[src/rtl/ecdh_sequencer.sv]
// ECDH request sequencer: runs k*G then k*Q on one point multiplier via start/done.
// Optional per-job watchdog enabled by defining ECDH_TIMEOUT_EN.
module ecdh_sequencer #(
    parameter int unsigned TO_CYCLES = 4096,
    parameter int unsigned TO_W      = 13
) (
    input  logic        clk,
    input  logic        rst_n,
    input  logic        req,
    input  logic [13:0] base_point,
    input  logic [13:0] peer_point,
    input  logic [6:0]  priv_key,
    output logic        busy,
    output logic        valid,
    output logic [1:0]  err,
    output logic [13:0] pub_key,
    output logic [13:0] shared,
    output logic [13:0] pm_point,
    output logic [6:0]  pm_scalar,
    output logic        pm_start,
    input  logic [13:0] pm_result,
    input  logic        pm_done
);

    typedef enum logic [2:0] {
        IDLE,
        CHECK,
        LAUNCH,
        ARM,
        WAIT,
        RESP
    } state_t;

    state_t      state, state_nx;
    logic        phase;
    logic [13:0] g_r, q_r;
    logic [6:0]  k_r;
    logic        k_zero, pt_zero, to_hit;

    if ((64'd1 << TO_W) <= 64'(TO_CYCLES)) begin : g_to_w_check
        $error("TO_W too narrow for TO_CYCLES");
    end

    assign k_zero  = (k_r == '0);
    assign pt_zero = (g_r == '0) || (q_r == '0);

`ifdef ECDH_TIMEOUT_EN
    logic [TO_W-1:0] to_cnt;

    // Counter reads 0 in ARM, so the last allowed ARM/WAIT cycle holds TO_CYCLES-1.
    assign to_hit = (to_cnt == TO_W'(TO_CYCLES - 1));

    always_ff @(posedge clk or negedge rst_n) begin
        if (!rst_n) begin
            to_cnt <= '0;
        end else if (state == LAUNCH) begin
            to_cnt <= '0;
        end else if (state == ARM || state == WAIT) begin
            to_cnt <= to_cnt + 1'b1;
        end
    end
`else
    assign to_hit = 1'b0;
`endif

    always_ff @(posedge clk or negedge rst_n) begin
        if (!rst_n) begin
            state <= IDLE;
        end else begin
            state <= state_nx;
        end
    end

    always_comb begin
        state_nx = state;
        case (state)
            IDLE:    if (req) state_nx = CHECK;
            CHECK:   state_nx = (k_zero || pt_zero) ? RESP : LAUNCH;
            LAUNCH:  state_nx = ARM;
            ARM:     state_nx = WAIT;
            WAIT: begin
                if (pm_done) begin
                    state_nx = phase ? RESP : LAUNCH;
                end else if (to_hit) begin
                    state_nx = RESP;
                end
            end
            RESP:    state_nx = IDLE;
            default: state_nx = IDLE;
        endcase
    end

    always_ff @(posedge clk or negedge rst_n) begin
        if (!rst_n) begin
            phase   <= 1'b0;
            g_r     <= '0;
            q_r     <= '0;
            k_r     <= '0;
            err     <= 2'b00;
            pub_key <= '0;
            shared  <= '0;
        end else begin
            case (state)
                IDLE: begin
                    if (req) begin
                        g_r     <= base_point;
                        q_r     <= peer_point;
                        k_r     <= priv_key;
                        phase   <= 1'b0;
                        err     <= 2'b00;
                        pub_key <= '0;
                        shared  <= '0;
                    end
                end
                CHECK: begin
                    if (k_zero) begin
                        err <= 2'b01;
                    end else if (pt_zero) begin
                        err <= 2'b10;
                    end
                end
                WAIT: begin
                    if (pm_done) begin
                        if (!phase) begin
                            pub_key <= pm_result;
                            phase   <= 1'b1;
                        end else begin
                            shared <= pm_result;
                        end
                    end else if (to_hit) begin
                        err     <= 2'b11;
                        pub_key <= '0;
                        shared  <= '0;
                    end
                end
                default: ;
            endcase
        end
    end

    assign busy      = (state != IDLE);
    assign valid     = (state == RESP);
    assign pm_start  = (state == LAUNCH);
    assign pm_point  = phase ? q_r : g_r;
    assign pm_scalar = k_r;

endmodule

[config.mk]
export PLATFORM = sky130hd
export DESIGN_NAME = ecdh_sequencer
export DESIGN_NICKNAME = d
export VERILOG_FILES = /design/src/rtl/ecdh_sequencer.sv
export SDC_FILE = /design/constraint.sdc
export NUM_CORES = 1
export LEC_CHECK = 0
export ABC_AREA = 1
export CAP_MARGIN = 10
export CORE_MARGIN = 2
export CORE_UTILIZATION = 45
export CTS_BUF_LIST = sky130_fd_sc_hd__clkbuf_8
export CTS_CLUSTER_DIAMETER = 80
export DETAILED_ROUTE_END_ITERATION = 12
export PLACE_DENSITY_LB_ADDON = 0.2
export SYNTH_ARGS = -nofsm -noshare
export SYNTH_HDL_FRONTEND = slang
export SYNTH_SLANG_ARGS = --single-unit
[constraint.sdc]
create_clock -name clk -period 3.1 [get_ports clk]
set_input_delay 0.31 -clock clk [delete_from_list [all_inputs] [get_ports clk]]
set_output_delay 0.31 -clock clk [all_outputs]
set_load 0.05 [all_outputs]
* Word-level counts from Yosys, hierarchy flattened
Index checks and enable logic that the tools add are counted.
** Storage, ports and cells
- Bits in registers :: 69
- Input bits :: 53
- Word-level logic and storage cells :: 53
** Operators by class
- Equal/unequal tests :: 10
- Multiplexer cells :: 20
- Reductions and logical operators :: 15
** Operators by type and width (count)
- 14-bit two-way mux :: 6
- 14-bit case mux with 2 select lines :: 2
- 14-bit zero test :: 2
- 3-bit case mux with 5 select lines :: 1
- 3-bit two-way mux :: 4
- 2-bit inequality test, second input constant :: 4
- 4-bit AND reduction :: 2
- 7-bit zero test :: 1
- 3-bit by 2-bit equality test with 1-bit output, second input constant :: 2
- 3-bit equality test, second input constant :: 2
- 2-bit two-way mux :: 3
- 3-bit AND reduction :: 2
- 2-bit case mux with 2 select lines :: 1
- 2-bit AND reduction :: 2
- 2-bit nonzero test :: 2
- 3-bit by 1-bit equality test with 1-bit output, second input constant :: 1
- 3-bit zero test :: 1
- 3-bit inequality test, second input constant :: 1
- 3-bit nonzero test :: 1
- 1-bit logical OR :: 2
- 1-bit two-way mux :: 2
- 1-bit case mux with 2 select lines :: 1

* Logic depth before layout (Yosys ltp)
Gate-level depths: netlist of run 1.
- Word-level depth :: 5
- Gate-level depth with buffers :: 10
- Gate-level depth less buffers :: 9

* Worst setup path after synthesis of run 1
OpenSTA, ideal clock, no wires.
- Path type :: reg2reg
- From :: register state[2]
- To :: register state[1]
- Setup time :: 0.071 ns
- Data arrival time :: 1.927 ns
- Setup slack :: 1.102 ns
- Cell stages (with the launch flop) :: 5
- Period minus slack after synthesis :: 1.998 ns
- Path through :: dfrtp_1 > nor3_1 > or2_2 > nor2_1 > nor2_1
** On the way
- Elaborated cells on any way between the ends :: 9
- Those cells by class :: 6 x eq/ne; 1 x mux; 2 x reduce/logical
** RTL lines
- from (decl) :: line 34 : state_t state, state_nx;
- from (signal assigned) :: line 70 : state <= state_nx;
- 3-bit by 2-bit equality test with 1-bit output
- named net pm_start :: line 20 : output logic pm_start,
- 3-bit case mux with 5 select lines :: line 76 : case (state)
The timed path passes the listed nets, and every way through them passes these cells.
A chain may end at the register's enable or synchronous reset.

* Worst setup path after layout of run 1
- From :: register phase
- To :: output pm_point[8]
** On the way
- Longest elaborated chain between the ends :: 1
** Ends and longest elaborated chain
- from (decl) :: line 35 : logic phase;
- from (signal assigned) :: line 95 : phase <= 1'b0;
- from (signal assigned) :: line 109 : phase <= 1'b0;
- from (signal assigned) :: line 126 : phase <= 1'b1;
- 14-bit two-way mux :: line 144 : assign pm_point = phase ? q_r : g_r;
- to (decl) :: line 18 : output logic [13:0] pm_point,
No other way between the ends.

==> results of run 1 <==
layout make-up:
type	count	area [um^2]	share of cell area, %
flip-flops and latches	69	1727	37.80
multi-input cells	302	1287	28.18
repair buffers	110	1099	24.05
clock buffers	9	123.9	2.712
inverters	32	120.1	2.629
well taps	96	120.1	2.629
clock inverters	7	91.34	1.999
registers in the layout (all words and copies together) (netlist names):
register	cells
shared	14
q_r	14
phase	1
state	3
g_r	14
err	2
pub_key	14
pm_scalar	7
power groups by stage:
stage | clock network [uW] | registers [uW] | logic, uW
CTS | 814 | 1470 | 2630
global placement | 0 | 1480 | 2570
finish | 798 | 1480 | 2610
detailed placement | 0 | 1490 | 2610
global route | 852 | 1520 | 2810
floorplan | 0 | 1890 | 1360
synthesized netlist by cell type, types with 2 or more instances:
cell,count,area [um^2]
sky130_fd_sc_hd__nand2_1,208,780.8
sky130_fd_sc_hd__dfrtp_1,69,1727
sky130_fd_sc_hd__nor2_1,35,131.4
sky130_fd_sc_hd__inv_1,26,97.59
sky130_fd_sc_hd__o21ai_0,17,85.08
sky130_fd_sc_hd__o21ai_1,10,50.05
sky130_fd_sc_hd__o21ai_2,10,87.58
sky130_fd_sc_hd__clkbuf_1,7,26.28
sky130_fd_sc_hd__buf_2,6,30.03
sky130_fd_sc_hd__inv_2,6,22.52
sky130_fd_sc_hd__nand3_1,4,20.02
sky130_fd_sc_hd__nor3_1,4,20.02
sky130_fd_sc_hd__buf_6,3,33.78
sky130_fd_sc_hd__nand4_1,2,12.51
sky130_fd_sc_hd__nor2_2,2,12.51
sky130_fd_sc_hd__nor2_4,2,22.52
sky130_fd_sc_hd__or2_2,2,12.51
worst max-delay path, delay by kind of cell (launching register included):
kind                   cells  cell delay (ns)
AO/OA/AOI/OAI              1             0.09
buffers and inverters      3             1.39
flip-flops                 1             0.36
AND/OR/NAND/NOR            1             0.09
cell families after synthesis:
group | share of synthesized area, %
AO/OA/AOI/OAI | 7.975
flip-flops | 53.43
buffers and inverters | 6.736
AND/OR/NAND/NOR | 31.86
path summary, 6_finish.rpt:
path	endpoint	from
setup / recovery	pm_point[8]	phase
hold / removal	shared[11]	rst_n
setup reg to reg	pub_key[11]	state[0]
hold reg to reg	shared[0]	shared[0]
max in group asynchronous	q_r[6]	rst_n
min in group clk	shared[0]	shared[0]
through the flow:
step,power [uW],cells,worst slack [ns],utilization (%)
2_1_floorplan,3252,420,1.102,-
3_3_place_gp,4047,609,0.9321,63.37
3_5_place_dp,4094,609,0.8943,63.37
4_1_cts,4912,625,0.5190,66.50
5_1_grt,5177,625,0.3190,66.50
6_report,4879,625,0.5248,66.50
routing by layer:
metal  GRT usage (%)  vias up  part of all wire (%)
li1                -     1492                     -
met1           28.16     1423                    45
met2           37.11       99                    47
met3           4.851       21                   5.9
met4           10.47        0                   2.8
met5               0        -                     0
==> flow_summary_export.csv, run 1 <==
group,metric,value,unit
cells_and_area,most-common-layout-cells,"sky130_fd_sc_hd__nand2_1 (208), sky130_fd_sc_hd__clkdlybuf4s50_1 (105), sky130_fd_sc_hd__dfrtp_1 (69)",
floorplan,start_util,47.05,%
critical_path,rr_worst_depth,9,
flow_run,cap_violations,0,
cells_and_area,ratio_of_cells_with_drive_above_1_in_the_final_layout,8.507,%
route,drt-initial-drc-count,100,
cells_and_area,final_area,4568,um^2
global_route,grt_antenna_before_repair,0,
power,gate_power_share,53.4,%
floorplan,num_rows,30,
synth,synth_top_flop_cell,"sky130_fd_sc_hd__dfrtp_1",
route,ant_nets,0,
clocking,post_cts.repair.setup_buffers,0,
route,detailroute.via_count,3035,
sta,timing.hold.ws,0.02036,ns
sta,rsz_0062_raised_after_global_routing,"false",
power,powerDensity,1068,nW/um^2
sta,clock_skew,0.009442,ns
synth,synth.avg_cell_area,7.695,um^2
route,routedWlPerCell,13.03,um
synth,ys_types,24,
cells_and_area,diodes,0,
critical_path,cp-end-kind,"output pin",
floorplan,floorplan.die_area,7876,um^2
synth,synth.yosys.seq_area_share,53.43,%
critical_path,timing.reg2reg.setup_slack,1.13,ns
cells_and_area,commonest_non_fill_non_tap_cell_in_the_layout,"sky130_fd_sc_hd__nand2_1",
sta,finalSetupTns,0,ns
route,detail_route.vias_per_cell,4.856,
floorplan,ios,107,
place,routabilityCongestion,0.8480,
power,sw_frac_of_total,48.84,%
synth,syn-num-nets,473,
critical_path,worst-setup-path-type,"flop to output pin",
critical_path,cp_data_required_time,2.79,ns
clocking,clock_tree.root_cell,"sky130_fd_sc_hd__clkbuf_8",
synth,syn_inst,420,
sta,finalHoldViolations,0,
sta,slew_headroom,49.64,%
sta,max_fclk,388.3,MHz
power,cellLeakagePower,0.002367,uW
power,net-switching-power,2383,uW
sta,share_of_the_cycle_needed_by_the_critical_path_after_routing,83.07,%
worst_hold_path,min_path_type,"input port to async pin",
floorplan,die_w,88.75,um
critical_path,critPathMaxStageDelay,0.83,ns
synth,yosys_warnings,0,
global_route,first_global_vias,2988,
clocking,ctsHtreeMaxLevel,3,
synth,mappedNetlistArea,3232,um^2
clocking,post_cts.resized_instances,0,
critical_path,critPathSlowestCell,"sky130_fd_sc_hd__clkdlybuf4s50_1",
sta,timing.final.setup_violations,0,
floorplan,die_boundary_height,88.75,um
global_route,grt_max_degree,41,
clocking,holdBufCountCts,0,
clocking,clk_pin_slew,0.08,ns
sta,maxSlewViolCount,0,
floorplan,core_outline_area,6869,um^2
sta,final.min_clock_period,2.575,ns
outcome,status,"complete, no violations",
cells_and_area,area_growth_syn_to_layout,41.35,%
global_route,globalRoute.totalOverflow,0,
clocking,cts.path.max_buffers,2,
sta,worst-slew-pin-transition,0.7554,ns
clocking,clock_net_sink_count,69,
route,drt_pass1_iterations,4,
place,detailed_place_hpwl,5799,um
global_route,grt_first_pass_wirelength,13430,um
clocking,numCtsBuffers,9,
power,cellInternalPower,2496,uW
place,dpl_cell_area,4353,um^2
power,clock_power_share,16.4,%
cells_and_area,layout.filler_cells,601,
synth,synthArstFlopShare,100.0,%
synth,synth-seq-cells,69,
global_route,globalRouteTotalUtil,22.45,%
power,reg_power_share,30.2,%
synth,number_of_flops_mapped_to_enable_cells_by_yosys,0,
route,number_of_remaining_drc_errors,0,
critical_path,timing.critical_path.from_type,"flop",
power,vdd_drop_max,1.036,mV
critical_path,critPathMaxFanout,16,
cells_and_area,finalNetCount,577,
route,routed_wl,8145,um
critical_path,cp_data_arrival_time,2.27,ns
clocking,worst_skew_pair.late_latency,0.35,ns
place,io_buffers,106,
critical_path,path_cells,"buf_4 > inv_1 > nand2_1 > o21ai_0 > clkdlybuf4s50_1",
clocking,tritoncts,"yes",
Note: power is estimated with default switching activity, not from simulation.
==> run 2, diff against run 1 <==
==> constraint.sdc (replaced) <==
create_clock -name clk -period 2.39 [get_ports clk]
set_input_delay 0.239 -clock clk [delete_from_list [all_inputs] [get_ports clk]]
set_output_delay 0.239 -clock clk [all_outputs]
set_load 0.05 [all_outputs]
==> flow_summary_export.csv, run 2 (synthesis results as in run 1) <==
group,metric,value,unit
sta,finalSetupTns,0,ns
cells_and_area,ratio_of_cells_with_drive_above_1_in_the_final_layout,10.92,%
clocking,clk_pin_slew,0.07,ns
sta,share_of_the_cycle_needed_by_the_critical_path_after_routing,94.89,%
power,clock_power_share,16.7,%
floorplan,die_boundary_height,88.75,um
floorplan,die_w,88.75,um
flow_run,cap_violations,0,
sta,max_fclk,440.9,MHz
cells_and_area,most-common-layout-cells,"sky130_fd_sc_hd__nand2_1 (208), sky130_fd_sc_hd__clkdlybuf4s50_1 (93), sky130_fd_sc_hd__dfrtp_1 (69)",
place,detailed_place_hpwl,5881,um
power,net-switching-power,3073,uW
global_route,globalRoute.totalOverflow,0,
route,detail_route.vias_per_cell,4.802,
global_route,grt_max_degree,41,
route,ant_nets,0,
sta,final.min_clock_period,2.268,ns
cells_and_area,diodes,0,
critical_path,crit_path_end,"pm_point[3]",
sta,finalHoldViolations,0,
cells_and_area,final_area,4578,um^2
place,dpl_cell_area,4343,um^2
cells_and_area,finalNetCount,579,
critical_path,cp-end-kind,"output pin",
clocking,clock_net_sink_count,69,
cells_and_area,layout.filler_cells,596,
route,met2WireLength,3916,um
critical_path,crit_cells,3,
power,sw_frac_of_total,48.25,%
global_route,globalRouteTotalUtil,22.10,%
critical_path,rr_worst_depth,6,
power,total_power,6369,uW
route,routed.top_layer,"met4",
floorplan,start_util,47.05,%
outcome,status,"complete, no violations",
floorplan,core_outline_area,6869,um^2
sta,post_route_setup_slack,0.1220,ns
cells_and_area,area_growth_syn_to_layout,41.66,%
floorplan,num_rows,30,
critical_path,crit_buf_inv,1,
place,io_buffers,106,
critical_path,critPathMaxStageDelay,0.83,ns
floorplan,floorplan.die_area,7876,um^2
route,drt-initial-drc-count,92,
critical_path,critical_path.startpoint,"phase",
cells_and_area,commonest_non_fill_non_tap_cell_in_the_layout,"sky130_fd_sc_hd__nand2_1",
route,routedWlPerCell,12.90,um
global_route,first_global_vias,2873,
critical_path,critical_path.reg2reg.startpoint,"phase",
critical_path,critPathSlowestCell,"sky130_fd_sc_hd__clkdlybuf4s50_1",
sta,clock_skew,0.01145,ns
critical_path,worst-setup-path-type,"flop to output pin",
place,routabilityCongestion,0.9095,
route,drt_pass1_iterations,4,
route,routed_wl,8088,um
power,cellInternalPower,3296,uW
critical_path,cp_data_required_time,2.15,ns
critical_path,cp_data_arrival_time,2.03,ns
route,detailroute.via_count,3011,
clocking,post_cts.resized_instances,0,
clocking,tritoncts,"yes",
clocking,numCtsBuffers,9,
floorplan,ios,107,
power,vdd_drop_max,1.110,mV
clocking,cts.path.max_buffers,2,
sta,timing.hold.ws,0.4314,ns
power,gate_power_share,52.9,%
power,reg_power_share,30.4,%
clocking,clock_tree.root_cell,"sky130_fd_sc_hd__clkbuf_8",
sta,rsz_0062_raised_after_global_routing,"false",
power,powerDensity,1391,nW/um^2
cells_and_area,area_of_combinational_cells_with_multiple_inputs,1287,um^2
route,route.met3.wl,476,um
route,number_of_remaining_drc_errors,0,
place,preCtsSetupSlack,0.4992,ns
worst_hold_path,min_path_type,"input port to async pin",
critical_path,timing.critical_path.from_type,"flop",
sta,timing.final.setup_violations,0,
cells_and_area,register_area,1727,um^2
critical_path,crit-reg2reg-capture,"state[1]",
critical_path,critPathMaxFanout,16,
sta,maxSlewViolCount,0,
sta,slew_headroom,59.77,%
critical_path,timing.reg2reg.setup_slack,0.48,ns
clocking,ctsHtreeMaxLevel,3,
global_route,grt_antenna_before_repair,0,
global_route,grt_first_pass_wirelength,13250,um
power,cellLeakagePower,0.002400,uW
clocking,worst_skew_pair.late_latency,0.34,ns
route,met1Wirelength,3574,um
critical_path,timing.critical_path.max_delay_family,"buffers and inverters",
sta,worst-slew-pin-transition,0.6029,ns
critical_path,path_cells,"nand2_1 > o21ai_0 > clkdlybuf4s50_1",
[run 2: worst min path at each step]
stage | endpoint | slack, ns | cells after the start
5_1_grt | pm_scalar[3] | 0.43 | 3
4_1_cts | q_r[6] | 0.42 | 3
6_report | pub_key[12] | 0.43 | 2
2_1_floorplan | err[0] | -0.06 | 0
3_5_place_dp | pub_key[11] | 0.27 | 1
3_3_place_gp | pub_key[12] | 0.27 | 1
[run 2: what timing repair did]
action                     CTS  global route
setup endpoints to repair    0             0
buffers inserted             0             0
hold endpoints to repair    24             0
hold buffers                 1             0
[run 2: worst reg2reg max path, stage by stage, from the launching register on]
cell and delay [ns]:
sky130_fd_sc_hd__dfrtp_1 0.65, sky130_fd_sc_hd__inv_1 0.35, sky130_fd_sc_hd__nand2_1 0.17, sky130_fd_sc_hd__inv_2 0.17, sky130_fd_sc_hd__or2_2 0.33, sky130_fd_sc_hd__nor2_1 0.10
sky130_fd_sc_hd__nor2_1 0.05
[run 2: per-stage QoR]
stage	utilization [%]	cells
after floorplan	-	420
final	66.65	627
after detailed placement	63.22	610
after global routing	66.65	627
after CTS	66.65	627
after global placement	63.22	610
[run 2: final cells by class]
| cell class | instances | area share [%] |
|---|---|---|
| well taps | 96 | 2.624 |
| repair buffers | 112 | 24.00 |
| flip-flops and latches | 69 | 37.72 |
| inverters | 32 | 2.624 |
| clock buffers | 11 | 3.307 |
| multi-input cells | 302 | 28.12 |
| clock inverters | 5 | 1.612 |
[run 2: routing by layer]
metal  up-vias  track usage [%]
li1       1496                -
met1      1411            28.49
met2        94            35.89
met3        10            6.623
met4         0            7.025
met5         -                0
[run 2: power groups by stage]
| stage | combinational [uW] | sequential, uW | clock, uW |
|---|---|---|---|
| floorplan | 1770 | 2450 | 0 |
| CTS | 3390 | 1940 | 1080 |
| global placement | 3340 | 1930 | 0 |
| detailed placement | 3380 | 1950 | 0 |
| finish | 3370 | 1940 | 1060 |
| global route | 3620 | 1990 | 1150 |
==> run 3, diff against run 2 <==
--- a/config.mk
+++ b/config.mk
@@ -6,10 +6,10 @@
 export NUM_CORES = 1
 export LEC_CHECK = 0
 export ABC_AREA = 1
-export CAP_MARGIN = 10
+export CAP_MARGIN = 20
 export CORE_MARGIN = 2
 export CORE_UTILIZATION = 45
-export CTS_BUF_LIST = sky130_fd_sc_hd__clkbuf_8
+export CTS_BUF_LIST = sky130_fd_sc_hd__clkbuf_4 sky130_fd_sc_hd__clkbuf_8 sky130_fd_sc_hd__clkbuf_16
 export CTS_CLUSTER_DIAMETER = 80
 export DETAILED_ROUTE_END_ITERATION = 12
 export PLACE_DENSITY_LB_ADDON = 0.2
==> flow_summary_export.csv, run 3 (synthesis results as in run 1) <==
group,metric,value,unit
clocking,clk_pin_slew,0.07,ns
global_route,grt_antenna_before_repair,0,
cells_and_area,most-common-layout-cells,"sky130_fd_sc_hd__nand2_1 (208), sky130_fd_sc_hd__clkdlybuf4s50_1 (93), sky130_fd_sc_hd__dfrtp_1 (69)",
critical_path,worst-setup-path-type,"flop to output pin",
cells_and_area,ratio_of_cells_with_drive_above_1_in_the_final_layout,11.11,%
sta,share_of_the_cycle_needed_by_the_critical_path_after_routing,94.89,%
global_route,globalRoute.totalOverflow,0,
power,clock_power_share,16.9,%
outcome,status,"complete, no violations",
clocking,clock_net_sink_count,69,
global_route,highest_utilization_routing_layer_at_the_global_route_stage,"met2",
global_route,globalRouteTotalUtil,22.10,%
sta,timing.final.setup_violations,0,
floorplan,floorplan.die_area,7876,um^2
worst_hold_path,min_path_type,"input port to async pin",
place,placed_cells_incl_taps,610,
route,ant_nets,0,
place,routabilityCongestion,0.9095,
sta,final.min_clock_period,2.268,ns
global_route,grt_first_pass_wirelength,13250,um
cells_and_area,post-route-util,66.70,%
clocking,numCtsBuffers,9,
global_route,met2_track_demand_over_resource_in_global_routing,35.89,%
power,net-switching-power,3073,uW
place,detailed_place_hpwl,5881,um
place,preCtsSetupSlack,0.4992,ns
power,cellInternalPower,3312,uW
power,vdd_drop_max,1.110,mV
floorplan,start_util,47.05,%
floorplan,num_rows,30,
clocking,worst_skew_pair.late_latency,0.34,ns
global_route,grt_max_degree,41,
floorplan,die_w,88.75,um
sta,rsz_0062_raised_after_global_routing,"false",
floorplan,ios,107,
global_route,globalRouteMet1Util,28.49,%
sta,post_route_setup_slack,0.1222,ns
power,cellLeakagePower,0.002399,uW
clocking,cts.path.max_buffers,2,
place,io_buffers,106,
power,sw_frac_of_total,48.13,%
sta,finalHoldViolations,0,
clocking,post_cts.repair.setup_buffers,0,
cells_and_area,area_of_combinational_cells_with_multiple_inputs,1287,um^2
sta,worst-slew-pin-transition,0.6132,ns
clocking,ctsHtreeMaxLevel,3,
critical_path,cp_data_arrival_time,2.03,ns
cells_and_area,register_area,1727,um^2
cells_and_area,final_cell_count_without_fillers,627,
global_route,grt.met3_usage,6.623,%
critical_path,timing.critical_path.from_type,"flop",
clocking,tritoncts,"yes",
route,number_of_remaining_drc_errors,0,
global_route,first_global_vias,2873,
sta,max_fclk,441.0,MHz
cells_and_area,finalNetCount,579,
route,routed_wl,8085,um
floorplan,core_outline_area,6869,um^2
power,powerDensity,1393,nW/um^2
cells_and_area,commonest_non_fill_non_tap_cell_in_the_layout,"sky130_fd_sc_hd__nand2_1",
power,gate_power_share,52.7,%
clocking,clock_tree.root_cell,"sky130_fd_sc_hd__clkbuf_8",
route,drt-initial-drc-count,92,
critical_path,cp_data_required_time,2.15,ns
critical_path,critPathMaxFanout,16,
route,drt_pass1_iterations,4,
cells_and_area,diodes,0,
sta,finalSetupTns,0,ns
sta,slew_headroom,59.07,%
cells_and_area,area_growth_syn_to_layout,41.77,%
sta,maxSlewViolCount,0,
sta,clock_skew,0.01151,ns
route,detail_route.vias_per_cell,4.801,
flow_run,cap_violations,0,
floorplan,die_boundary_height,88.75,um
cells_and_area,layout.filler_cells,594,
route,routedWlPerCell,12.89,um
power,reg_power_share,30.4,%
route,detailroute.via_count,3010,
critical_path,cp-end-kind,"output pin",
-- run 3: cell types whose count changed in the layout (fill, tap and decap cells not counted) --
cell and change:
sky130_fd_sc_hd__clkbuf_4 +1, sky130_fd_sc_hd__inv_1 -1
-- run 3: metal layers --
metal,routed length [um],vias to the layer above
li1,-,1496
met1,3570,1410
met2,3917,94
met3,476,10
met4,121,0
met5,0,-
-- run 3: what timing repair did --
item | 4_1_cts | 5_1_grt
gates resized for setup | 0 | 0
hold buffers | 1 | 0
endpoints found under the hold margin | 24 | 0
-- run 3: final timing paths --
path                                from           to  slack (ns)  cells past startpoint
max                                phase  pm_point[3]        0.12                      3
min                                rst_n  pub_key[12]        0.43                      2
max reg2reg                        phase     state[1]        0.48                      6
min reg2reg                   pub_key[0]   pub_key[0]        0.48                      2
max in group asynchronous          rst_n   shared[10]        1.22                      3
min in group clk           peer_point[6]       q_r[6]        0.43                      3
-- run 3: area by class of cell --
class | instances | share of cell area (%)
multi-input cells | 302 | 28.10
well taps | 96 | 2.622
repair buffers | 112 | 23.98
clock buffers | 12 | 3.468
flip-flops and latches | 69 | 37.68
clock inverters | 4 | 1.529
inverters | 32 | 2.622
-- run 3: worst max-delay path: stages, from the launching register on --
cell	delay (ns)
sky130_fd_sc_hd__dfrtp_1	0.65
sky130_fd_sc_hd__nand2_1	0.10
sky130_fd_sc_hd__o21ai_0	0.11
sky130_fd_sc_hd__clkdlybuf4s50_1	0.83
-- run 3: metrics by stage --
stage / power [uW] / cell area, um^2 / hold slack (ns)
after CTS: 6428 / 4582 / 0.4154
after detailed placement: 5333 / 4343 / 0.2743
final: 6384 / 4582 / 0.4316
after global routing: 6779 / 4582 / 0.4288
after floorplan: 4218 / 3232 / -0.05659
after global placement: 5270 / 4343 / 0.2651
-- run 3: power groups by stage --
stage	sequential [uW]	combinational, uW	clock, uW
after CTS	1940	3390	1100
final	1940	3370	1080
after global routing	1990	3620	1160
after global placement	1930	3340	0
after floorplan	2450	1770	0
after detailed placement	1950	3380	0
